`src/rtl/multi_wave_generator_pkg.sv`:
```
`default_nettype none
// ============================================================================
// Module   : multi_wave_pkg
// Brief    : Shared mode/field codes, FSM states and LFSR constants.
// Revision : 1.0
// ============================================================================
package multi_wave_pkg;

   typedef enum logic [1:0] {
      MODE_SAW    = 2'b00,
      MODE_TRI    = 2'b01,
      MODE_SQUARE = 2'b10,
      MODE_NOISE  = 2'b11
   } mode_e;

   typedef enum logic [1:0] {
      FIELD_INC  = 2'b00,
      FIELD_AMP  = 2'b01,
      FIELD_MODE = 2'b10,
      FIELD_DUTY = 2'b11
   } field_e;

   typedef enum logic [1:0] {
      S_IDLE  = 2'd0,
      S_SHAPE = 2'd1,
      S_SCALE = 2'd2,
      S_OUT   = 2'd3
   } state_e;

   localparam logic [15:0] c_lfsr_seed = 16'hACE1;
   // Feedback taps 16, 14, 13, 11 as bit positions 15, 13, 12, 10
   localparam logic [15:0] c_lfsr_taps = 16'hB400;

   function automatic logic [15:0] lfsr_next(input logic [15:0] state);
      return {state[14:0], ^(state & c_lfsr_taps)};
   endfunction

endpackage
`default_nettype wire

```
`src/rtl/multi_wave_generator_if.sv`:
```
`default_nettype none
// ============================================================================
// Module   : multi_wave_generator_if
// Brief    : Configuration, request and sample-output bundle of the generator.
// Revision : 1.0
// ============================================================================
interface multi_wave_generator_if #(
   parameter int DATA_WIDTH = 8,
   parameter int CHANNELS   = 4
);
   localparam int CHAN_W = $clog2(CHANNELS);

   logic [DATA_WIDTH-1:0] cfg_data_i;
   logic [CHAN_W-1:0]     cfg_chan_i;
   logic [1:0]            cfg_field_i;
   logic                  cfg_valid_strobe_i;
   logic                  sync_strobe_i;
   logic                  next_data_strobe_i;
   logic [DATA_WIDTH-1:0] data_o;
   logic [CHAN_W-1:0]     data_chan_o;
   logic                  data_out_valid_strobe_o;
   logic                  busy_o;
   logic                  round_done_strobe_o;

   modport master (
      output cfg_data_i, cfg_chan_i, cfg_field_i, cfg_valid_strobe_i,
      output sync_strobe_i, next_data_strobe_i,
      input  data_o, data_chan_o, data_out_valid_strobe_o, busy_o, round_done_strobe_o
   );

   modport slave (
      input  cfg_data_i, cfg_chan_i, cfg_field_i, cfg_valid_strobe_i,
      input  sync_strobe_i, next_data_strobe_i,
      output data_o, data_chan_o, data_out_valid_strobe_o, busy_o, round_done_strobe_o
   );
endinterface
`default_nettype wire

```
`src/rtl/multi_wave_generator_wave_shaper.sv`:
```
`default_nettype none
// ============================================================================
// Module   : wave_shaper
// Brief    : Combinational phase-to-sample mapping for the four wave modes.
// Revision : 1.0
// ============================================================================
module wave_shaper
   import multi_wave_pkg::*;
#(
   parameter int DATA_WIDTH = 8
) (
   input  logic [DATA_WIDTH-1:0] i_u,
   input  mode_e                 i_mode,
   input  logic [DATA_WIDTH-1:0] i_duty,
   input  logic [15:0]           i_lfsr,
   output logic [DATA_WIDTH-1:0] o_shaped
);
   localparam logic [DATA_WIDTH-1:0] c_pos_full = {1'b0, {(DATA_WIDTH-1){1'b1}}};
   localparam logic [DATA_WIDTH-1:0] c_neg_full = {1'b1, {(DATA_WIDTH-2){1'b0}}, 1'b1};

   logic [DATA_WIDTH-1:0] w_tri_shift;
   logic [DATA_WIDTH-1:0] w_tri_fold;
   logic [DATA_WIDTH-1:0] w_noise;

   assign w_tri_shift = {i_u[DATA_WIDTH-2:0], 1'b0};
   assign w_tri_fold  = i_u[DATA_WIDTH-1] ? ~w_tri_shift : w_tri_shift;

   // Noise takes the LFSR left-aligned so any sample width works
   if (DATA_WIDTH < 16) begin : g_noise_narrow
      logic w_unused_lfsr;
      assign w_noise       = i_lfsr[15 -: DATA_WIDTH];
      assign w_unused_lfsr = ^i_lfsr[15-DATA_WIDTH:0];
   end else if (DATA_WIDTH == 16) begin : g_noise_exact
      assign w_noise = i_lfsr;
   end else begin : g_noise_wide
      assign w_noise = {i_lfsr, {(DATA_WIDTH-16){1'b0}}};
   end

   always_comb begin
      o_shaped = '0;
      case (i_mode)
         MODE_SAW:    o_shaped = {~i_u[DATA_WIDTH-1], i_u[DATA_WIDTH-2:0]};
         MODE_TRI:    o_shaped = {~w_tri_fold[DATA_WIDTH-1], w_tri_fold[DATA_WIDTH-2:0]};
         MODE_SQUARE: o_shaped = (i_u < i_duty) ? c_pos_full : c_neg_full;
         MODE_NOISE:  o_shaped = w_noise;
         default:     o_shaped = '0;
      endcase
   end

endmodule
`default_nettype wire

```
`src/rtl/multi_wave_generator.sv`:
```
`default_nettype none
// ============================================================================
// Module   : multi_wave_generator
// Brief    : Multi-channel DDS wave generator, one sample per channel per round.
// Revision : 1.0
// ============================================================================
module multi_wave_generator
   import multi_wave_pkg::*;
#(
   parameter int DATA_WIDTH  = 8,
   parameter int PHASE_WIDTH = 8,
   parameter int CHANNELS    = 4
) (
   input  logic                    clk_i,
   input  logic                    rst_i,
   multi_wave_generator_if.slave   bus
);
   localparam int                    CHAN_W       = $clog2(CHANNELS);
   localparam logic [CHAN_W-1:0]     c_last_chan  = CHAN_W'(CHANNELS - 1);
   localparam logic [DATA_WIDTH-1:0] c_duty_reset = {1'b1, {(DATA_WIDTH-1){1'b0}}};

   state_e r_state;
   state_e w_state_next;
   logic   w_start;
   logic   w_shape;
   logic   w_scale;
   logic   w_out;
   logic   w_last;

   logic [DATA_WIDTH-1:0]  r_inc   [CHANNELS];
   logic [DATA_WIDTH-1:0]  r_amp   [CHANNELS];
   mode_e                  r_mode  [CHANNELS];
   logic [DATA_WIDTH-1:0]  r_duty  [CHANNELS];
   logic [PHASE_WIDTH-1:0] r_phase [CHANNELS];

   logic [CHAN_W-1:0]       r_chan;
   logic [15:0]             r_lfsr;
   logic [DATA_WIDTH-1:0]   r_shaped;
   logic [DATA_WIDTH-1:0]   r_scaled;
   logic [DATA_WIDTH-1:0]   w_shaped;
   logic [DATA_WIDTH-1:0]   w_u;
   logic signed [2*DATA_WIDTH:0] w_prod;

   logic [DATA_WIDTH-1:0] r_data;
   logic [CHAN_W-1:0]     r_data_chan;
   logic                  r_valid;
   logic                  r_round_done;

   always_ff @(posedge clk_i) begin
      if (!rst_i) r_state <= S_IDLE;
      else        r_state <= w_state_next;
   end

   always_comb begin
      w_state_next = r_state;
      w_start      = 1'b0;
      w_shape      = 1'b0;
      w_scale      = 1'b0;
      w_out        = 1'b0;
      w_last       = 1'b0;
      case (r_state)
         S_IDLE: begin
            if (bus.next_data_strobe_i) begin
               w_start      = 1'b1;
               w_state_next = S_SHAPE;
            end
         end
         S_SHAPE: begin
            w_shape      = 1'b1;
            w_state_next = S_SCALE;
         end
         S_SCALE: begin
            w_scale      = 1'b1;
            w_state_next = S_OUT;
         end
         S_OUT: begin
            w_out        = 1'b1;
            w_last       = (r_chan == c_last_chan);
            w_state_next = w_last ? S_IDLE : S_SHAPE;
         end
         default: w_state_next = S_IDLE;
      endcase
   end

   always_ff @(posedge clk_i) begin
      if (!rst_i) begin
         for (int i = 0; i < CHANNELS; i++) begin
            r_inc[i]  <= '0;
            r_amp[i]  <= '0;
            r_mode[i] <= MODE_SAW;
            r_duty[i] <= c_duty_reset;
         end
      end else if (bus.cfg_valid_strobe_i && (int'(bus.cfg_chan_i) < CHANNELS)) begin
         case (field_e'(bus.cfg_field_i))
            FIELD_INC:  r_inc[bus.cfg_chan_i]  <= bus.cfg_data_i;
            FIELD_AMP:  r_amp[bus.cfg_chan_i]  <= bus.cfg_data_i;
            FIELD_MODE: r_mode[bus.cfg_chan_i] <= mode_e'(bus.cfg_data_i[1:0]);
            FIELD_DUTY: r_duty[bus.cfg_chan_i] <= bus.cfg_data_i;
            default: ;
         endcase
      end
   end

   // A sync in the same cycle as a SHAPE step overrides the phase advance
   always_ff @(posedge clk_i) begin
      if (!rst_i || bus.sync_strobe_i) begin
         for (int i = 0; i < CHANNELS; i++) r_phase[i] <= '0;
      end else if (w_shape) begin
         r_phase[r_chan] <= r_phase[r_chan] + PHASE_WIDTH'(r_inc[r_chan]);
      end
   end

   assign w_u = r_phase[r_chan][PHASE_WIDTH-1 -: DATA_WIDTH];

   wave_shaper #(
      .DATA_WIDTH (DATA_WIDTH)
   ) u_shaper (
      .i_u      (w_u),
      .i_mode   (r_mode[r_chan]),
      .i_duty   (r_duty[r_chan]),
      .i_lfsr   (r_lfsr),
      .o_shaped (w_shaped)
   );

   assign w_prod = $signed({{(DATA_WIDTH+1){r_shaped[DATA_WIDTH-1]}}, r_shaped})
                 * $signed({{(DATA_WIDTH+1){1'b0}}, r_amp[r_chan]});

   always_ff @(posedge clk_i) begin
      if (!rst_i) begin
         r_chan       <= '0;
         r_lfsr       <= c_lfsr_seed;
         r_shaped     <= '0;
         r_scaled     <= '0;
         r_data       <= '0;
         r_data_chan  <= '0;
         r_valid      <= 1'b0;
         r_round_done <= 1'b0;
      end else begin
         r_valid      <= 1'b0;
         r_round_done <= 1'b0;
         if (w_start) r_chan <= '0;
         if (w_shape) begin
            r_shaped <= w_shaped;
            r_lfsr   <= lfsr_next(r_lfsr);
         end
         if (w_scale) r_scaled <= DATA_WIDTH'(w_prod >>> DATA_WIDTH);
         if (w_out) begin
            r_data       <= r_scaled;
            r_data_chan  <= r_chan;
            r_valid      <= 1'b1;
            r_round_done <= w_last;
            if (!w_last) r_chan <= r_chan + CHAN_W'(1);
         end
      end
   end

   assign bus.data_o                  = r_data;
   assign bus.data_chan_o             = r_data_chan;
   assign bus.data_out_valid_strobe_o = r_valid;
   assign bus.round_done_strobe_o     = r_round_done;
   assign bus.busy_o                  = (r_state != S_IDLE);

endmodule
`default_nettype wire

```
`src/flat_wrapper.sv`:
```
// flat-port wrapper written by rule: the top's interface ports become plain ports
module multi_wave_generator_flat import multi_wave_pkg::*;
#(
   parameter int DATA_WIDTH  = 8,
   parameter int PHASE_WIDTH = 8,
   parameter int CHANNELS    = 4
)
  (clk_i, rst_i, bus_cfg_data_i, bus_cfg_chan_i, bus_cfg_field_i, bus_cfg_valid_strobe_i, bus_sync_strobe_i, bus_next_data_strobe_i, bus_data_o, bus_data_chan_o, bus_data_out_valid_strobe_o, bus_busy_o, bus_round_done_strobe_o);
  multi_wave_generator_if #(.DATA_WIDTH(DATA_WIDTH), .CHANNELS(CHANNELS)) bus_i ();
  input  logic clk_i;
  input  logic rst_i;
  input wire logic [$bits(bus_i.cfg_data_i)-1:0] bus_cfg_data_i;
  input wire logic [$bits(bus_i.cfg_chan_i)-1:0] bus_cfg_chan_i;
  input wire logic [$bits(bus_i.cfg_field_i)-1:0] bus_cfg_field_i;
  input wire logic [$bits(bus_i.cfg_valid_strobe_i)-1:0] bus_cfg_valid_strobe_i;
  input wire logic [$bits(bus_i.sync_strobe_i)-1:0] bus_sync_strobe_i;
  input wire logic [$bits(bus_i.next_data_strobe_i)-1:0] bus_next_data_strobe_i;
  output wire logic [$bits(bus_i.data_o)-1:0] bus_data_o;
  output wire logic [$bits(bus_i.data_chan_o)-1:0] bus_data_chan_o;
  output wire logic [$bits(bus_i.data_out_valid_strobe_o)-1:0] bus_data_out_valid_strobe_o;
  output wire logic [$bits(bus_i.busy_o)-1:0] bus_busy_o;
  output wire logic [$bits(bus_i.round_done_strobe_o)-1:0] bus_round_done_strobe_o;
  assign bus_i.cfg_data_i = bus_cfg_data_i;
  assign bus_i.cfg_chan_i = bus_cfg_chan_i;
  assign bus_i.cfg_field_i = bus_cfg_field_i;
  assign bus_i.cfg_valid_strobe_i = bus_cfg_valid_strobe_i;
  assign bus_i.sync_strobe_i = bus_sync_strobe_i;
  assign bus_i.next_data_strobe_i = bus_next_data_strobe_i;
  assign bus_data_o = bus_i.data_o;
  assign bus_data_chan_o = bus_i.data_chan_o;
  assign bus_data_out_valid_strobe_o = bus_i.data_out_valid_strobe_o;
  assign bus_busy_o = bus_i.busy_o;
  assign bus_round_done_strobe_o = bus_i.round_done_strobe_o;
  multi_wave_generator #(.DATA_WIDTH(DATA_WIDTH), .PHASE_WIDTH(PHASE_WIDTH), .CHANNELS(CHANNELS)) u_core (.clk_i(clk_i), .rst_i(rst_i), .bus(bus_i));
endmodule
```
`config.mk`:
```
export PLATFORM = sky130hd
export DESIGN_NAME = multi_wave_generator_flat
export DESIGN_NICKNAME = d
export VERILOG_FILES = /design/src/rtl/multi_wave_generator_pkg.sv /design/src/rtl/multi_wave_generator_if.sv /design/src/rtl/multi_wave_generator_wave_shaper.sv /design/src/rtl/multi_wave_generator.sv /design/src/flat_wrapper.sv
export SDC_FILE = /design/constraint.sdc
export NUM_CORES = 1
export LEC_CHECK = 0
export CORE_MARGIN = 5
export CORE_UTILIZATION = 60
export CTS_CLUSTER_DIAMETER = 100
export CTS_CLUSTER_SIZE = 10
export DETAILED_ROUTE_END_ITERATION = 6
export PLACE_DENSITY = 0.8
export SYNTH_ARGS = -nofsm -noshare
export SYNTH_HDL_FRONTEND = slang
export SYNTH_SLANG_ARGS = --single-unit
```
`constraint.sdc`:
```
create_clock -name clk_i -period 7.2 [get_ports clk_i]
set_input_delay 0.72 -clock clk_i [delete_from_list [all_inputs] [get_ports clk_i]]
set_output_delay 0.72 -clock clk_i [all_outputs]
set_load 0.005 [all_outputs]
```
==> results of run 1 <==
## cell usage in the layout (no fill, tap or decap), types with 6 or more instances in the layout
master / n
sky130_fd_sc_hd__edfxtp_1: 136
sky130_fd_sc_hd__and2_1: 101
sky130_fd_sc_hd__inv_1: 67
sky130_fd_sc_hd__nand2_1: 60
sky130_fd_sc_hd__ha_1: 58
sky130_fd_sc_hd__nor2_1: 56
sky130_fd_sc_hd__dfxtp_1: 46
sky130_fd_sc_hd__and3_1: 40
sky130_fd_sc_hd__fa_1: 36
sky130_fd_sc_hd__mux4_2: 34
sky130_fd_sc_hd__nor2b_1: 30
sky130_fd_sc_hd__mux2i_1: 30
sky130_fd_sc_hd__clkdlybuf4s50_1: 28
sky130_fd_sc_hd__o21ai_0: 26
sky130_fd_sc_hd__a21oi_1: 23
sky130_fd_sc_hd__clkbuf_16: 17
sky130_fd_sc_hd__buf_4: 17
sky130_fd_sc_hd__nor3_1: 15
sky130_fd_sc_hd__nand2b_1: 14
sky130_fd_sc_hd__xnor2_1: 13
sky130_fd_sc_hd__xor2_1: 10
sky130_fd_sc_hd__nand3_1: 7
sky130_fd_sc_hd__nand3b_1: 6
## registers in the layout (all words and copies together) (netlist names)
signal,count
u_core.bus.data_chan_o,2
u_core.r_phase,32
u_core.bus.data_out_valid_strobe_o,1
u_core.r_scaled,8
u_core.bus.round_done_strobe_o,1
u_core.bus.data_o,8
u_core.r_shaped,8
u_core.r_lfsr,16
u_core.r_inc,32
u_core.r_duty,32
u_core.r_mode,8
u_core.r_state,2
u_core.r_chan,2
u_core.r_amp,32
## Yosys cell counts (3+ instances only)
master                     instances
sky130_fd_sc_hd__a211oi_1          3
sky130_fd_sc_hd__a21o_1            5
sky130_fd_sc_hd__a21oi_1          23
sky130_fd_sc_hd__a222oi_1          3
sky130_fd_sc_hd__and2_1          101
sky130_fd_sc_hd__and3_1           40
sky130_fd_sc_hd__buf_1             6
sky130_fd_sc_hd__buf_2             7
sky130_fd_sc_hd__buf_6             3
sky130_fd_sc_hd__clkbuf_1         28
sky130_fd_sc_hd__dfxtp_1          48
sky130_fd_sc_hd__edfxtp_1        136
sky130_fd_sc_hd__fa_1             36
sky130_fd_sc_hd__ha_1             58
sky130_fd_sc_hd__inv_1            67
sky130_fd_sc_hd__mux2i_1          30
sky130_fd_sc_hd__mux4_2           34
sky130_fd_sc_hd__nand2_1          60
sky130_fd_sc_hd__nand2b_1         14
sky130_fd_sc_hd__nand3_1           7
sky130_fd_sc_hd__nand3b_1          6
sky130_fd_sc_hd__nand4_1           4
sky130_fd_sc_hd__nor2_1           56
sky130_fd_sc_hd__nor2b_1          30
sky130_fd_sc_hd__nor3_1           15
sky130_fd_sc_hd__o21ai_0          26
sky130_fd_sc_hd__o21bai_1          3
sky130_fd_sc_hd__o31ai_1           3
sky130_fd_sc_hd__or3_1             5
sky130_fd_sc_hd__xnor2_1          13
sky130_fd_sc_hd__xor2_1           10
## per-stage QoR
step,total power [W],util
global route,0.00340,0.674
finish,0.00320,0.674
floorplan,0.00209,-
detailed placement,0.00233,0.643
global placement,0.00230,0.643
CTS,0.00321,0.674
## worst max-delay path: stages (launching register included)
cell and delay (ns):
sky130_fd_sc_hd__dfxtp_2 0.38, sky130_fd_sc_hd__buf_4 0.37, sky130_fd_sc_hd__mux4_2 0.64, sky130_fd_sc_hd__nand2b_1 0.20, sky130_fd_sc_hd__fa_1 0.49, sky130_fd_sc_hd__fa_1 0.55, sky130_fd_sc_hd__inv_1 0.05, sky130_fd_sc_hd__fa_1 0.53
sky130_fd_sc_hd__inv_1 0.05, sky130_fd_sc_hd__fa_1 0.53, sky130_fd_sc_hd__inv_1 0.05, sky130_fd_sc_hd__ha_1 0.32, sky130_fd_sc_hd__a21oi_1 0.15, sky130_fd_sc_hd__nand2_1 0.08, sky130_fd_sc_hd__o32ai_1 0.60, sky130_fd_sc_hd__o221ai_1 0.26
sky130_fd_sc_hd__xnor2_1 0.21, sky130_fd_sc_hd__a21oi_1 0.09
## power breakdown
part	total [W]	internal [W]	switching [W]
combinational	0.000987	0.000416	0.000570
clock	0.000883	0.000478	0.000406
sequential	0.00133	0.00124	0.0000859
## path summary, 6_finish.rpt
kind                                     end  slack (ns)
max          u_core.r_scaled[7]$_SDFFE_PN0N_        1.50
min          u_core.r_scaled[1]$_SDFFE_PN0N_        0.47
max reg2reg  u_core.r_scaled[7]$_SDFFE_PN0N_        1.50
min reg2reg  u_core.r_scaled[1]$_SDFFE_PN0N_        0.47
## per-layer routing
| layer | part of all wire | wire length [microns] | global-route usage | vias up |
|---|---|---|---|---|
| li1 | - | - | - | 3221 |
| met1 | 0.43 | 9410 | 0.320 | 3332 |
| met2 | 0.50 | 10800 | 0.371 | 200 |
| met3 | 0.055 | 1180 | 0.0403 | 28 |
| met4 | 0.016 | 337 | 0.0709 | 0 |
| met5 | 0 | 0 | 0 | - |
## cell type report
class	instances	area, sq um
multi-input combinational	612	5150
fill	1242	5660
inverter	68	255
clock inverter	13	119
clock buffer	18	429
sequential	184	5050
tap	225	282
timing repair buffer	46	413
## cells by family (layout without fill, tap and decap cells)
logic type,Yosys count,after routing
AND/OR/NAND/NOR,346,346
buffers and inverters,114,145
multiplexers,64,64
XOR/XNOR,25,25
adder cells (fa/ha/maj),94,94
AO/OA/AOI/OAI,83,83
flip-flops,184,184
==> metrics.txt, run 1 <==
outcome finished, final reports clean; HPWL after detailed placement 15.1 mm; min-delay src u_core.r_scaled[1]$_SDFFE_PN0N_; cts bufs inserted 17; worst hold stages 2; post-detailed-placement cell area 0.0112 sq mm; placed cell count 1,135; Final Worst Setup Slack 1.50 ns; Slew @ Worst Pin 1.28 ns; count of synthesis-stage warnings from yosys 0; compound-gate portion of the synthesized area 0.0501; boundary pin count 30; worst-skew pair later-pin latency 0.43 ns; area grow syn2layout 9.72%; maximum fanout encountered on the critical timing path 21; final-report setup violation count 0; area of the die 0.0205 sq mm; total leakage power 4.76 nW; worst hold margin 0.468 ns; via count of the first global-routing pass 6,909; Slew Limit Fails 0; Setup WS pre-CTS 1.54 ns; async set-reset flop share out of synthesis 0; vias per inst 5.82; quantity of gates resized following cts 0; dominant combinational cell family by area after synthesis simple AND/OR/NAND/NOR gates; fin area 0.0117 sq mm; placeable core area 0.0174 sq mm; Worst Setup SP u_core.r_chan[0]$_SDFF_PN0_; critical path type reg2reg; Post-Synth Adder-Cell Area 0.136; number of buffers on the longest clock path 2; Critical Path Start Type flop; minimum period implied by the final worst setup slack 5.70 ns; Main synth FF type sky130_fd_sc_hd__edfxtp_1; number of enable flip-flop cells after synthesis 136; wire length per cell 18.6 microns; wire length of the first global-routing pass 36.3 mm; class of the tightest hold or removal check reg2reg; top post-synthesis cells by area sky130_fd_sc_hd__edfxtp_1, sky130_fd_sc_hd__dfxtp_1, sky130_fd_sc_hd__mux4_2; post-route setup TNS 0 ns; clock transition at the registers of the reported paths 0.07 ns; global-route usage over all layers 0.229; fraction of layout instances using a drive strength above 1 0.0999; post-detailed-route DRC marker count 0; worst relative slew slack 0.147; post-synth net total 1,021; starting DRC count in detailed routing 675; fmax 0.175 GHz; pin count of the biggest net entering global routing 69; number of unique standard cell types used by synthesis 55; max-cap violations 0; IO Port Bufs 29; TritonCTS Sinks 184; cell count of the worst reg-to-reg path 17; endpoint required time on the critical path 7.50 ns; number of antenna violations at the first check in global routing 0; Netlist Area Pre-Place 0.0107 sq mm; largest area contributor in the netlist sky130_fd_sc_hd__edfxtp_1; CTS tree done; share of the clock period used by the worst path after layout 0.792; floorplan die height 143 microns; final wirelength 21.7 mm; origin of the critical flop-to-flop path u_core.r_chan[0]$_SDFF_PN0_; number of synthesized register bits 184; post-route clock skew 0.00842 ns; CTS hold repair buffers 0; CP Capture Type flop; antenna-violating nets left 0; synthesized-area fraction occupied by and/or/nand/nor cells 0.176; sum of overflow across all layers after global routing 0; proportion of synthesized area in mux cells 0.100; NumNets Final 1,040; # diodes 0; DR pass1 iterations 7; H-tree level count 4; Power per Cell Area 273 mW/mm^2; routability cong. 0.836; area share of the largest cell type after synthesis 0.383; starting density of the core 0.614; synthesized area divided by synthesized cell count 11.7 sq um; via count 6,781; fraction of synthesized cell area in xor and xnor cells 0.0219; Die Wd 143 microns; Data arrival, critical path 6.00 ns; unrepaired setup endpoints after global routing false; final hold viol count 0; Root Buffer Master sky130_fd_sc_hd__clkbuf_16; Max VDD drop 0.000182 V; cell count after synthesis 910; setup bufs post-CTS 0; portion of the post-synthesis area used by sequential elements 0.473; Layout Cells excl Fill 1,166; number of standard-cell rows in the floorplan 48
Power figures use the tool's default switching activity.
==> run 2: changes to the inputs <==
CORE_UTILIZATION = 56   (was 60)
PLACE_DENSITY = 0.78   (was 0.8)
clock period = 4.8 ns   (was 7.2 ns; I/O delays follow)
==> metrics.txt, run 2 (synthesized netlist as in run 1, its figures left out) <==
NumNets Final 1,053 (was 1,040); sum of overflow across all layers after global routing 0 (unchanged); final wirelength 22.3 mm (was 21.7 mm); H-tree level count 4 (unchanged); area of the die 0.0219 sq mm (was 0.0205 sq mm); placeable core area 0.0187 sq mm (was 0.0174 sq mm); floorplan die height 148 microns (was 143 microns); Slew Limit Fails 0 (unchanged); antenna-violating nets left 0 (unchanged); fraction of layout instances using a drive strength above 1 0.137 (was 0.0999); vias per inst 5.76 (was 5.82); multi-input combinational cell area 0.00529 sq mm (was 0.00515 sq mm); number of standard-cell rows in the floorplan 50 (was 48); number of antenna violations at the first check in global routing 0 (unchanged); worst hold margin 0.462 ns (was 0.468 ns); Storage cell area 0.00505 sq mm (about the same); worst-skew pair later-pin latency 0.45 ns (was 0.43 ns); Slew @ Worst Pin 1.32 ns (was 1.28 ns); Power per Cell Area 424 mW/mm^2 (was 273 mW/mm^2); unrepaired setup endpoints after global routing true (was false); cts bufs inserted 17 (unchanged); clock transition at the registers of the reported paths 0.07 ns (about the same); area grow syn2layout 12.9% (was 9.72%); HPWL after detailed placement 15.6 mm (was 15.1 mm); post-detailed-route DRC marker count 0 (unchanged); share of the clock period used by the worst path after layout 0.993 (was 0.792); CTS tree done (unchanged); Die Wd 148 microns (was 143 microns); commonest non-fill, non-tap cells in the layout sky130_fd_sc_hd__edfxtp_1, sky130_fd_sc_hd__and2_1, sky130_fd_sc_hd__inv_1, sky130_fd_sc_hd__nand2_1, sky130_fd_sc_hd__nor2_1 (was sky130_fd_sc_hd__edfxtp_1, sky130_fd_sc_hd__and2_1, sky130_fd_sc_hd__inv_1, sky130_fd_sc_hd__nand2_1, sky130_fd_sc_hd__ha_1); most common library cell in the layout ignoring fill and taps sky130_fd_sc_hd__edfxtp_1 (unchanged); endpoint required time on the critical path 5.13 ns (was 7.50 ns); Max VDD drop 0.000273 V (was 0.000182 V); routability cong. 0.870 (was 0.836); via count 6,847 (was 6,781); Root Buffer Master sky130_fd_sc_hd__clkbuf_16 (unchanged); max-cap violations 0 (unchanged); final hold viol count 0 (unchanged); maximum fanout encountered on the critical timing path 8 (was 21); fraction of the core area covered by cells at the end of the flow 0.644 (was 0.674); critical path type reg2reg (unchanged); CTS hold repair buffers 0 (unchanged); total leakage power 4.88 nW (was 4.76 nW); fmax 0.210 GHz (was 0.175 GHz); number of buffers on the longest clock path 2 (unchanged); r2r setup slk 0.03 ns (was 1.50 ns); wire length of the first global-routing pass 36.6 mm (was 36.3 mm); # diodes 0 (unchanged); TritonCTS Sinks 184 (unchanged); Data arrival, critical path 5.09 ns (was 6.00 ns); boundary pin count 30 (unchanged); post-route clock skew 0.0132 ns (was 0.00842 ns); CP Capture Type flop (unchanged); starting DRC count in detailed routing 654 (was 675); starting density of the core 0.570 (was 0.614); minimum period implied by the final worst setup slack 4.77 ns (was 5.70 ns); wire length per cell 18.7 microns (was 18.6 microns); via count of the first global-routing pass 6,986 (was 6,909); worst relative slew slack 0.111 (was 0.147); total design power 0.00510 W (was 0.00320 W); class of the tightest hold or removal check reg2reg (unchanged); DR pass1 iterations 5 (was 7); global-route usage over all layers 0.214 (was 0.229); Filler Cells Inserted 1,369 (was 1,242); IO Port Bufs 29 (unchanged); outcome finished, final reports clean (unchanged); Critical Path Start Type flop (unchanged); pin count of the biggest net entering global routing 67 (was 69); final-report setup violation count 0 (unchanged)
-- run 2: path summary, 6_finish.rpt --
kind                                                 startpoint                              end  depth (start not counted)
worst min register to register  u_core.r_scaled[1]$_SDFFE_PN0N_  u_core.r_scaled[1]$_SDFFE_PN0N_                          2
worst min-delay path            u_core.r_scaled[1]$_SDFFE_PN0N_  u_core.r_scaled[1]$_SDFFE_PN0N_                          2
worst max-delay path                u_core.r_chan[0]$_SDFF_PN0_  u_core.r_scaled[5]$_SDFFE_PN0N_                         17
worst max register to register      u_core.r_chan[0]$_SDFF_PN0_  u_core.r_scaled[5]$_SDFFE_PN0N_                         17
-- run 2: power by group --
part	total, W	leakage [nW]	internal [W]	switching [W]
combinational	0.00169	2.83	0.000734	0.000953
clock	0.00143	0.299	0.000716	0.000718
sequential	0.00198	1.74	0.00186	0.000118
-- run 2: repair_timing --
| action | 4_1_cts | 5_1_grt |
|---|---|---|
| buffers inserted | 2 | 2 |
| resized for setup | 1 | 17 |
| pin swaps | 0 | 10 |
| endpoints found under the setup margin | 2 | 8 |
-- run 2: through the flow --
| step | setup slack (ns) | std cells | cell area, sq um | setup TNS, ns |
|---|---|---|---|---|
| 3_3_place_gp | 0.0749 | 1153 | 11300 | 0 |
| 3_5_place_dp | -0.0247 | 1153 | 11300 | -0.0247 |
| 5_1_grt | -0.174 | 1189 | 12000 | -0.354 |
| 6_report | 0.0349 | 1189 | 12000 | 0 |
| 2_1_floorplan | 0.00143 | 910 | 10800 | 0 |
| 4_1_cts | 0.0232 | 1187 | 11900 | 0 |
-- run 2: metal layers --
layer / global-route usage / vias up / part of all wire
li1: - / 3247 / -
met1: 0.292 / 3372 / 0.44
met2: 0.344 / 176 / 0.49
met3: 0.0322 / 52 / 0.041
met4: 0.0891 / 0 / 0.031
met5: 0 / - / 0
-- run 2: worst max-delay path, stage by stage, from the launching register on --
cell	delay [ns]
sky130_fd_sc_hd__dfxtp_4	0.36
sky130_fd_sc_hd__buf_12	0.12
sky130_fd_sc_hd__mux4_2	0.59
sky130_fd_sc_hd__and2_4	0.21
sky130_fd_sc_hd__fa_1	0.58
sky130_fd_sc_hd__fa_2	0.44
sky130_fd_sc_hd__fa_1	0.48
sky130_fd_sc_hd__inv_1	0.06
sky130_fd_sc_hd__fa_1	0.52
sky130_fd_sc_hd__inv_1	0.06
sky130_fd_sc_hd__ha_4	0.32
sky130_fd_sc_hd__nor3_2	0.06
sky130_fd_sc_hd__nor2_1	0.18
sky130_fd_sc_hd__o32ai_4	0.14
sky130_fd_sc_hd__buf_6	0.14
sky130_fd_sc_hd__o21bai_1	0.18
sky130_fd_sc_hd__xnor2_1	0.15
sky130_fd_sc_hd__o21ai_1	0.09
-- run 2: layout make-up --
| class | instances | share of cell area |
|---|---|---|
| inverter | 68 | 0.0212 |
| clock buffer | 17 | 0.0353 |
| multi-input combinational | 612 | 0.439 |
| sequential | 184 | 0.419 |
| tap | 234 | 0.0243 |
| timing repair buffer | 59 | 0.0444 |
| clock inverter | 15 | 0.0163 |
